$ cat config.mk
export PLATFORM = sky130hd
export DESIGN_NAME = pipeline_mem_arbiter_flat
export DESIGN_NICKNAME = d
export VERILOG_FILES = /design/src/rtl/pipeline_mem_arbiter_if.sv /design/src/rtl/pipeline_mem_arbiter.sv /design/src/flat_wrapper.sv
export SDC_FILE = /design/constraint.sdc
export NUM_CORES = 1
export LEC_CHECK = 0
export CAP_MARGIN = 20
export CORE_MARGIN = 2
export CORE_UTILIZATION = 44
export DETAILED_ROUTE_END_ITERATION = 10
export GPL_TIMING_DRIVEN = 0
export PLACE_DENSITY = 0.9
export SKIP_CTS_REPAIR_TIMING = 1
export SLEW_MARGIN = 20
export SYNTH_ARGS = -nofsm -noshare
export SYNTH_HDL_FRONTEND = slang
export SYNTH_SLANG_ARGS = --single-unit
$ cat constraint.sdc
create_clock -name clock -period 4.7 [get_ports clock]
set_input_delay 0.94 -clock clock [delete_from_list [all_inputs] [get_ports clock]]
set_output_delay 0.94 -clock clock [all_outputs]
set_load 0.1 [all_outputs]
$ cat src/rtl/pipeline_mem_arbiter_if.sv
// Pipeline-side and system-bus-side signals of the pipeline memory arbiter.
// The arbiter connects through the master modport; the surrounding pipeline
// and bus model connect through the slave modport.
interface pipeline_mem_arbiter_if;
  // Instruction-fetch requester
  logic        fetch_req;
  logic [31:0] fetch_address;
  logic        fetch_ready;
  logic [31:0] fetch_data;
  // Memory-stage requester
  logic        data_read;
  logic        data_write;
  logic [31:0] data_address;
  logic [31:0] data_write_data;
  logic [3:0]  data_byte_enable;
  logic        data_ready;
  logic [31:0] data_read_data;
  // System bus
  logic        bus_valid;
  logic        bus_write;
  logic [31:0] bus_address;
  logic [31:0] bus_write_data;
  logic [3:0]  bus_byte_enable;
  logic        bus_ready;
  logic [31:0] bus_read_data;
  logic        bus_timeout;
  // Pipeline freeze
  logic        stall_fetch;
  logic        stall_mem;

  modport master (
    input  fetch_req, fetch_address,
    input  data_read, data_write, data_address, data_write_data, data_byte_enable,
    input  bus_ready, bus_read_data,
    output fetch_ready, fetch_data, data_ready, data_read_data,
    output bus_valid, bus_write, bus_address, bus_write_data, bus_byte_enable,
    output bus_timeout, stall_fetch, stall_mem
  );

  modport slave (
    output fetch_req, fetch_address,
    output data_read, data_write, data_address, data_write_data, data_byte_enable,
    output bus_ready, bus_read_data,
    input  fetch_ready, fetch_data, data_ready, data_read_data,
    input  bus_valid, bus_write, bus_address, bus_write_data, bus_byte_enable,
    input  bus_timeout, stall_fetch, stall_mem
  );
endinterface

$ cat src/rtl/pipeline_mem_arbiter.sv
// Shares one single-ported memory bus between the fetch stage and the memory
// stage. Data requests have priority; the requester that is receiving its
// ready pulse is masked for that cycle so a request the pipeline is about to
// drop is not granted a second time.
// Optional feature: define MEM_ARB_TIMEOUT_EN to abort bus transfers that wait
// longer than TIMEOUT_CYCLES for bus_ready (reported through bus_timeout).
module pipeline_mem_arbiter #(
  parameter int unsigned TIMEOUT_CYCLES = 255
) (
  input  logic                   clock,
  input  logic                   reset,
  pipeline_mem_arbiter_if.master mem
);

  typedef enum logic [2:0] {
    IDLE,
    BUSY_FETCH,
    BUSY_DATA,
    RESP_FETCH,
    RESP_DATA
  } state_t;

  localparam logic [31:0] NOP_INSTR = 32'h00000013;

  state_t      state_reg;
  logic        bus_valid_reg;
  logic        bus_write_reg;
  logic [31:0] bus_address_reg;
  logic [31:0] bus_write_data_reg;
  logic [3:0]  bus_byte_enable_reg;
  logic        fetch_ready_reg;
  logic        data_ready_reg;
  logic [31:0] fetch_data_reg;
  logic [31:0] data_read_data_reg;

`ifdef MEM_ARB_TIMEOUT_EN
  localparam int CNT_W = ($clog2(TIMEOUT_CYCLES + 1) > 8) ? $clog2(TIMEOUT_CYCLES + 1) : 8;
  logic [CNT_W-1:0] wait_cnt_reg;
  logic             bus_timeout_reg;
`endif

  logic grant_phase;
  logic data_req_masked;
  logic fetch_req_masked;
  logic grant_data;
  logic grant_fetch;

  // Grant decision: only between accesses, data first, just-served requester masked
  assign grant_phase      = (state_reg == IDLE) || (state_reg == RESP_FETCH) || (state_reg == RESP_DATA);
  assign data_req_masked  = (mem.data_read || mem.data_write) && (state_reg != RESP_DATA);
  assign fetch_req_masked = mem.fetch_req && (state_reg != RESP_FETCH);
  assign grant_data       = grant_phase && data_req_masked;
  assign grant_fetch      = grant_phase && !data_req_masked && fetch_req_masked;

  // Arbiter FSM with registered bus request and registered responses
  always_ff @(posedge clock or negedge reset) begin
    if (!reset) begin
      state_reg           <= IDLE;
      bus_valid_reg       <= 1'b0;
      bus_write_reg       <= 1'b0;
      bus_address_reg     <= 32'h0;
      bus_write_data_reg  <= 32'h0;
      bus_byte_enable_reg <= 4'h0;
      fetch_ready_reg     <= 1'b0;
      data_ready_reg      <= 1'b0;
      fetch_data_reg      <= NOP_INSTR;
      data_read_data_reg  <= 32'h0;
`ifdef MEM_ARB_TIMEOUT_EN
      wait_cnt_reg        <= '0;
      bus_timeout_reg     <= 1'b0;
`endif
    end else begin
      fetch_ready_reg <= 1'b0;
      data_ready_reg  <= 1'b0;
`ifdef MEM_ARB_TIMEOUT_EN
      bus_timeout_reg <= 1'b0;
`endif
      case (state_reg)
        IDLE, RESP_FETCH, RESP_DATA: begin
          if (grant_data) begin
            state_reg           <= BUSY_DATA;
            bus_valid_reg       <= 1'b1;
            // A simultaneous read and write is treated as a store
            bus_write_reg       <= mem.data_write;
            bus_address_reg     <= mem.data_address;
            bus_write_data_reg  <= mem.data_write_data;
            bus_byte_enable_reg <= mem.data_write ? mem.data_byte_enable : 4'hF;
`ifdef MEM_ARB_TIMEOUT_EN
            wait_cnt_reg        <= '0;
`endif
          end else if (grant_fetch) begin
            state_reg           <= BUSY_FETCH;
            bus_valid_reg       <= 1'b1;
            bus_write_reg       <= 1'b0;
            bus_address_reg     <= mem.fetch_address;
            bus_write_data_reg  <= 32'h0;
            bus_byte_enable_reg <= 4'hF;
`ifdef MEM_ARB_TIMEOUT_EN
            wait_cnt_reg        <= '0;
`endif
          end else begin
            state_reg <= IDLE;
          end
        end
        BUSY_FETCH, BUSY_DATA: begin
          if (mem.bus_ready) begin
            bus_valid_reg <= 1'b0;
            if (state_reg == BUSY_FETCH) begin
              fetch_data_reg  <= mem.bus_read_data;
              fetch_ready_reg <= 1'b1;
              state_reg       <= RESP_FETCH;
            end else begin
              if (!bus_write_reg) begin
                data_read_data_reg <= mem.bus_read_data;
              end
              data_ready_reg <= 1'b1;
              state_reg      <= RESP_DATA;
            end
          end
`ifdef MEM_ARB_TIMEOUT_EN
          else if (wait_cnt_reg == CNT_W'(TIMEOUT_CYCLES)) begin
            // Abort: release the bus and hand back a harmless result
            bus_valid_reg   <= 1'b0;
            bus_timeout_reg <= 1'b1;
            if (state_reg == BUSY_FETCH) begin
              fetch_data_reg  <= NOP_INSTR;
              fetch_ready_reg <= 1'b1;
              state_reg       <= RESP_FETCH;
            end else begin
              data_read_data_reg <= 32'h0;
              data_ready_reg     <= 1'b1;
              state_reg          <= RESP_DATA;
            end
          end else begin
            wait_cnt_reg <= wait_cnt_reg + 1'b1;
          end
`endif
        end
        default: begin
          state_reg     <= IDLE;
          bus_valid_reg <= 1'b0;
        end
      endcase
    end
  end

  assign mem.bus_valid       = bus_valid_reg;
  assign mem.bus_write       = bus_write_reg;
  assign mem.bus_address     = bus_address_reg;
  assign mem.bus_write_data  = bus_write_data_reg;
  assign mem.bus_byte_enable = bus_byte_enable_reg;
  assign mem.fetch_ready     = fetch_ready_reg;
  assign mem.fetch_data      = fetch_data_reg;
  assign mem.data_ready      = data_ready_reg;
  assign mem.data_read_data  = data_read_data_reg;

`ifdef MEM_ARB_TIMEOUT_EN
  assign mem.bus_timeout = bus_timeout_reg;
`else
  assign mem.bus_timeout = 1'b0;
`endif

  // Pipeline freezes while its request is pending and not yet answered
  assign mem.stall_fetch = mem.fetch_req && !fetch_ready_reg;
  assign mem.stall_mem   = (mem.data_read || mem.data_write) && !data_ready_reg;

endmodule
$ cat src/flat_wrapper.sv
// flat-port wrapper written by rule: the top's interface ports become plain ports
module pipeline_mem_arbiter_flat 
#(
  parameter int unsigned TIMEOUT_CYCLES = 255
)
  (clock, reset, mem_fetch_req, mem_fetch_address, mem_data_read, mem_data_write, mem_data_address, mem_data_write_data, mem_data_byte_enable, mem_bus_ready, mem_bus_read_data, mem_fetch_ready, mem_fetch_data, mem_data_ready, mem_data_read_data, mem_bus_valid, mem_bus_write, mem_bus_address, mem_bus_write_data, mem_bus_byte_enable, mem_bus_timeout, mem_stall_fetch, mem_stall_mem);
  pipeline_mem_arbiter_if mem_i ();
  input  logic clock;
  input  logic reset;
  input wire logic [$bits(mem_i.fetch_req)-1:0] mem_fetch_req;
  input wire logic [$bits(mem_i.fetch_address)-1:0] mem_fetch_address;
  input wire logic [$bits(mem_i.data_read)-1:0] mem_data_read;
  input wire logic [$bits(mem_i.data_write)-1:0] mem_data_write;
  input wire logic [$bits(mem_i.data_address)-1:0] mem_data_address;
  input wire logic [$bits(mem_i.data_write_data)-1:0] mem_data_write_data;
  input wire logic [$bits(mem_i.data_byte_enable)-1:0] mem_data_byte_enable;
  input wire logic [$bits(mem_i.bus_ready)-1:0] mem_bus_ready;
  input wire logic [$bits(mem_i.bus_read_data)-1:0] mem_bus_read_data;
  output wire logic [$bits(mem_i.fetch_ready)-1:0] mem_fetch_ready;
  output wire logic [$bits(mem_i.fetch_data)-1:0] mem_fetch_data;
  output wire logic [$bits(mem_i.data_ready)-1:0] mem_data_ready;
  output wire logic [$bits(mem_i.data_read_data)-1:0] mem_data_read_data;
  output wire logic [$bits(mem_i.bus_valid)-1:0] mem_bus_valid;
  output wire logic [$bits(mem_i.bus_write)-1:0] mem_bus_write;
  output wire logic [$bits(mem_i.bus_address)-1:0] mem_bus_address;
  output wire logic [$bits(mem_i.bus_write_data)-1:0] mem_bus_write_data;
  output wire logic [$bits(mem_i.bus_byte_enable)-1:0] mem_bus_byte_enable;
  output wire logic [$bits(mem_i.bus_timeout)-1:0] mem_bus_timeout;
  output wire logic [$bits(mem_i.stall_fetch)-1:0] mem_stall_fetch;
  output wire logic [$bits(mem_i.stall_mem)-1:0] mem_stall_mem;
  assign mem_i.fetch_req = mem_fetch_req;
  assign mem_i.fetch_address = mem_fetch_address;
  assign mem_i.data_read = mem_data_read;
  assign mem_i.data_write = mem_data_write;
  assign mem_i.data_address = mem_data_address;
  assign mem_i.data_write_data = mem_data_write_data;
  assign mem_i.data_byte_enable = mem_data_byte_enable;
  assign mem_i.bus_ready = mem_bus_ready;
  assign mem_i.bus_read_data = mem_bus_read_data;
  assign mem_fetch_ready = mem_i.fetch_ready;
  assign mem_fetch_data = mem_i.fetch_data;
  assign mem_data_ready = mem_i.data_ready;
  assign mem_data_read_data = mem_i.data_read_data;
  assign mem_bus_valid = mem_i.bus_valid;
  assign mem_bus_write = mem_i.bus_write;
  assign mem_bus_address = mem_i.bus_address;
  assign mem_bus_write_data = mem_i.bus_write_data;
  assign mem_bus_byte_enable = mem_i.bus_byte_enable;
  assign mem_bus_timeout = mem_i.bus_timeout;
  assign mem_stall_fetch = mem_i.stall_fetch;
  assign mem_stall_mem = mem_i.stall_mem;
  pipeline_mem_arbiter #(.TIMEOUT_CYCLES(TIMEOUT_CYCLES)) u_core (.clock(clock), .reset(reset), .mem(mem_i));
endmodule
==> out/qor.json <==
{
  "yosys": {
    "synthDominantCellAreaShare": 0.581,
    "synth-seq-area-share": 0.594,
    "yosys-top-cells-area": "sky130_fd_sc_hd__dfrtp_1 (58%), sky130_fd_sc_hd__mux2_2 (11%), sky130_fd_sc_hd__a32o_1 (5.5%)",
    "synth.cell_area_mm2": 0.00586,
    "asyncSetResetFlopFracSynth": 1.00,
    "yosysWarnings": 0,
    "synth-seq-cells": 139,
    "mean_instance_size_in_the_synthesized_netlist_um2": 14.3,
    "yosys_most_used_dff": "sky130_fd_sc_hd__dfrtp_1",
    "synth_most_common_cell": "sky130_fd_sc_hd__dfrtp_1",
    "synth-edff-count": 0,
    "synth.largest_area_cell": "sky130_fd_sc_hd__dfrtp_1",
    "synthesis.instances": 409,
    "most_instantiated_cells_after_synthesis": "sky130_fd_sc_hd__dfrtp_1 (136), sky130_fd_sc_hd__mux2_2 (58)",
    "synth.distinct_cells": 33,
    "synthesis.nets": 547
  },
  "route": {
    "detail_route.wirelength_um": 18900,
    "drt_iter0_drc": 371,
    "avgViaCountPerCell": 5.70,
    "avgRoutedWirePerCell_um": 21.2,
    "route.antenna.remaining_nets": 0,
    "post-route-drc-count": 0,
    "drt_first_pass_iters": 5,
    "vias": 5085
  },
  "final_layout": {
    "finish.instance_area_mm2": 0.00941,
    "filler_instances": 853,
    "drive_gt1_frac": 0.187,
    "syn_to_final_growth_pct": 60.6,
    "finish.utilization": 0.716,
    "antenna_diode_count": 0,
    "final_nets": 841
  },
  "worst_setup_path": {
    "start_kind": "primary input",
    "path_max_fanout": 10,
    "worstSetupStartpoint": "mem_fetch_req",
    "critical_path_required_ns": 3.76,
    "setup.worst_path.end_class": "output pin",
    "path_delay_family": "buffers and inverters",
    "timing.setup.critical_path_class": "primary input to output pin",
    "critPathMostFrequentCell": "sky130_fd_sc_hd__clkbuf_1",
    "crit_path_top_delay_cell": "sky130_fd_sc_hd__clkdlybuf4s50_1",
    "timing.critical_path.cells": "clkbuf_1, clkbuf_1, nor2b_1, clkdlybuf4s50_1",
    "critical_path_arrival_ns": 3.09,
    "critical-path-max-stage-delay_ns": 1.17,
    "worst_r2r_startpoint": "u_core.state_reg[1]",
    "critical_path.n_buffers_inverters": 3
  },
  "clock_tree": {
    "cts_tree": "built",
    "cts.path.max_buffers": 2,
    "insertion_delay_ns": 0.41,
    "clock_sink_count": 139,
    "cts_made_buffers": 17,
    "clock_tree.root_cell": "sky130_fd_sc_hd__clkbuf_16",
    "clk_pin_slew_ns": 0.06,
    "cts-htree-levels": 4
  },
  "place": {
    "placed_area_mm2": 0.00886,
    "place.gp.congestion": 0.889,
    "hpwlAfterDp_um": 13600,
    "port_buffers": 274
  },
  "die": {
    "design.die.area_mm2": 0.0143,
    "pin_count": 277,
    "core_area_mm2": 0.0131,
    "die_x_um": 119,
    "placement_rows": 42,
    "die-height_um": 119,
    "starting_density": 0.446
  },
  "sta": {
    "layout_min_cycle_time_ns": 4.03,
    "finClkSkew_ns": 0.00614,
    "timing.final.setup_violations": 0,
    "maxSlewViolCount": 0,
    "final-hold-violation-count": 0,
    "unrepaired_setup_endpoints_after_global_routing": "no",
    "fmaxAchievable_mhz": 248,
    "timing.max_slew.rel_slack": 0.312,
    "worst-slew-pin-transition_ns": 1.03,
    "min_period_over_period": 0.858
  },
  "grt": {
    "grt_max_degree": 73,
    "grt_use_total": 0.270,
    "grt_pass1_wl_um": 29700,
    "global_route.overflow_total": 0,
    "number_of_antenna_violations_at_the_first_check_in_global_routing": 0,
    "first_global_vias": 5434
  },
  "job": {
    "maxCapViolCount": 0
  },
  "outcome": {
    "outcome": "completed"
  },
  "hold_path": {
    "min_path_type": "primary input to async pin"
  }
}
through the flow:
step,setup slack [ns],instances,hold slack [ns],setup TNS (ns)
detailed placement,0.670,860,0.495,0
global placement,-2.47,859,0.490,-337.17
finish,0.669,892,0.479,0
global route,0.540,892,0.513,0
CTS,0.658,892,0.496,0
floorplan,0.907,409,0.508,0
layout by cell type, fill, tap and decap left out, types with 2 or more instances in the layout:
cell | Yosys | layout
sky130_fd_sc_hd__a21oi_1 | 3 | 3
sky130_fd_sc_hd__clkdlybuf4s50_1 | 0 | 273
sky130_fd_sc_hd__mux2_4 | 6 | 6
sky130_fd_sc_hd__dfrtp_1 | 136 | 136
sky130_fd_sc_hd__nor2_1 | 4 | 4
sky130_fd_sc_hd__buf_4 | 6 | 6
sky130_fd_sc_hd__o21ai_0 | 2 | 2
sky130_fd_sc_hd__or3_1 | 32 | 32
sky130_fd_sc_hd__a32o_1 | 32 | 32
sky130_fd_sc_hd__and4bb_2 | 2 | 2
sky130_fd_sc_hd__clkbuf_16 | 0 | 17
sky130_fd_sc_hd__clkinv_4 | 0 | 3
sky130_fd_sc_hd__o32a_1 | 5 | 5
sky130_fd_sc_hd__o311a_1 | 32 | 32
sky130_fd_sc_hd__dfstp_2 | 3 | 3
sky130_fd_sc_hd__clkbuf_1 | 16 | 18
sky130_fd_sc_hd__clkinv_2 | 0 | 5
sky130_fd_sc_hd__nor2_2 | 2 | 2
sky130_fd_sc_hd__nand3b_1 | 2 | 2
sky130_fd_sc_hd__clkbuf_8 | 0 | 2
sky130_fd_sc_hd__buf_2 | 15 | 15
sky130_fd_sc_hd__mux2_2 | 58 | 58
sky130_fd_sc_hd__nand4b_1 | 32 | 32
sky130_fd_sc_hd__buf_6 | 7 | 7
sky130_fd_sc_hd__clkinvlp_4 | 0 | 2
final timing paths:
check / depth (start not counted) / to / slack [ns]
min in group clock: 1 / u_core.mem.fetch_data[3] / 0.50
worst min register to register: 1 / u_core.mem.fetch_data[3] / 0.50
worst max-delay path: 4 / mem_stall_fetch / 0.67
worst min-delay path: 1 / u_core.mem.fetch_data[7] / 0.48
worst max register to register: 5 / u_core.mem.bus_byte_enable[3] / 2.93
max in group asynchronous: 2 / u_core.mem.fetch_data[0] / 3.44
logic make-up (layout without fill, tap and decap cells):
kind of cell	count (synthesis)	in the layout	synth area share
DFF	139	139	0.594
and+or+nand+nor	81	81	0.103
AOI/OAI and AO/OA	79	79	0.128
muxes	64	64	0.127
buffers and inverters	44	351	0.0442
other	1	1	0.000640
xor gates and xnor gates	1	1	0.00278
metal layers:
| metal | up-vias | share of wire | wire length [um] | global-route usage |
|---|---|---|---|---|
| met5 | - | 0 | 0 | 0 |
| met4 | 0 | 0.027 | 503 | 0.106 |
| met3 | 37 | 0.096 | 1820 | 0.0953 |
| met2 | 286 | 0.49 | 9290 | 0.449 |
| met1 | 2564 | 0.39 | 7290 | 0.323 |
| li1 | 2198 | - | - | - |
area by class of cell:
| cell class | instances | area (um2) | share of cell area |
|---|---|---|---|
| Sequential cell | 139 | 3480 | 0.370 |
| Timing Repair Buffer | 275 | 2780 | 0.295 |
| Multi-Input combinational cell | 226 | 2120 | 0.225 |
| Clock buffer | 21 | 460 | 0.0489 |
| Buffer | 44 | 259 | 0.0275 |
| Tap cell | 176 | 220 | 0.0234 |
| Clock inverter | 11 | 96.3 | 0.0102 |
Power is left out: the tool's default activity adds up to more than one toggle a clock period on the data nets, which glitch-free logic cannot reach.
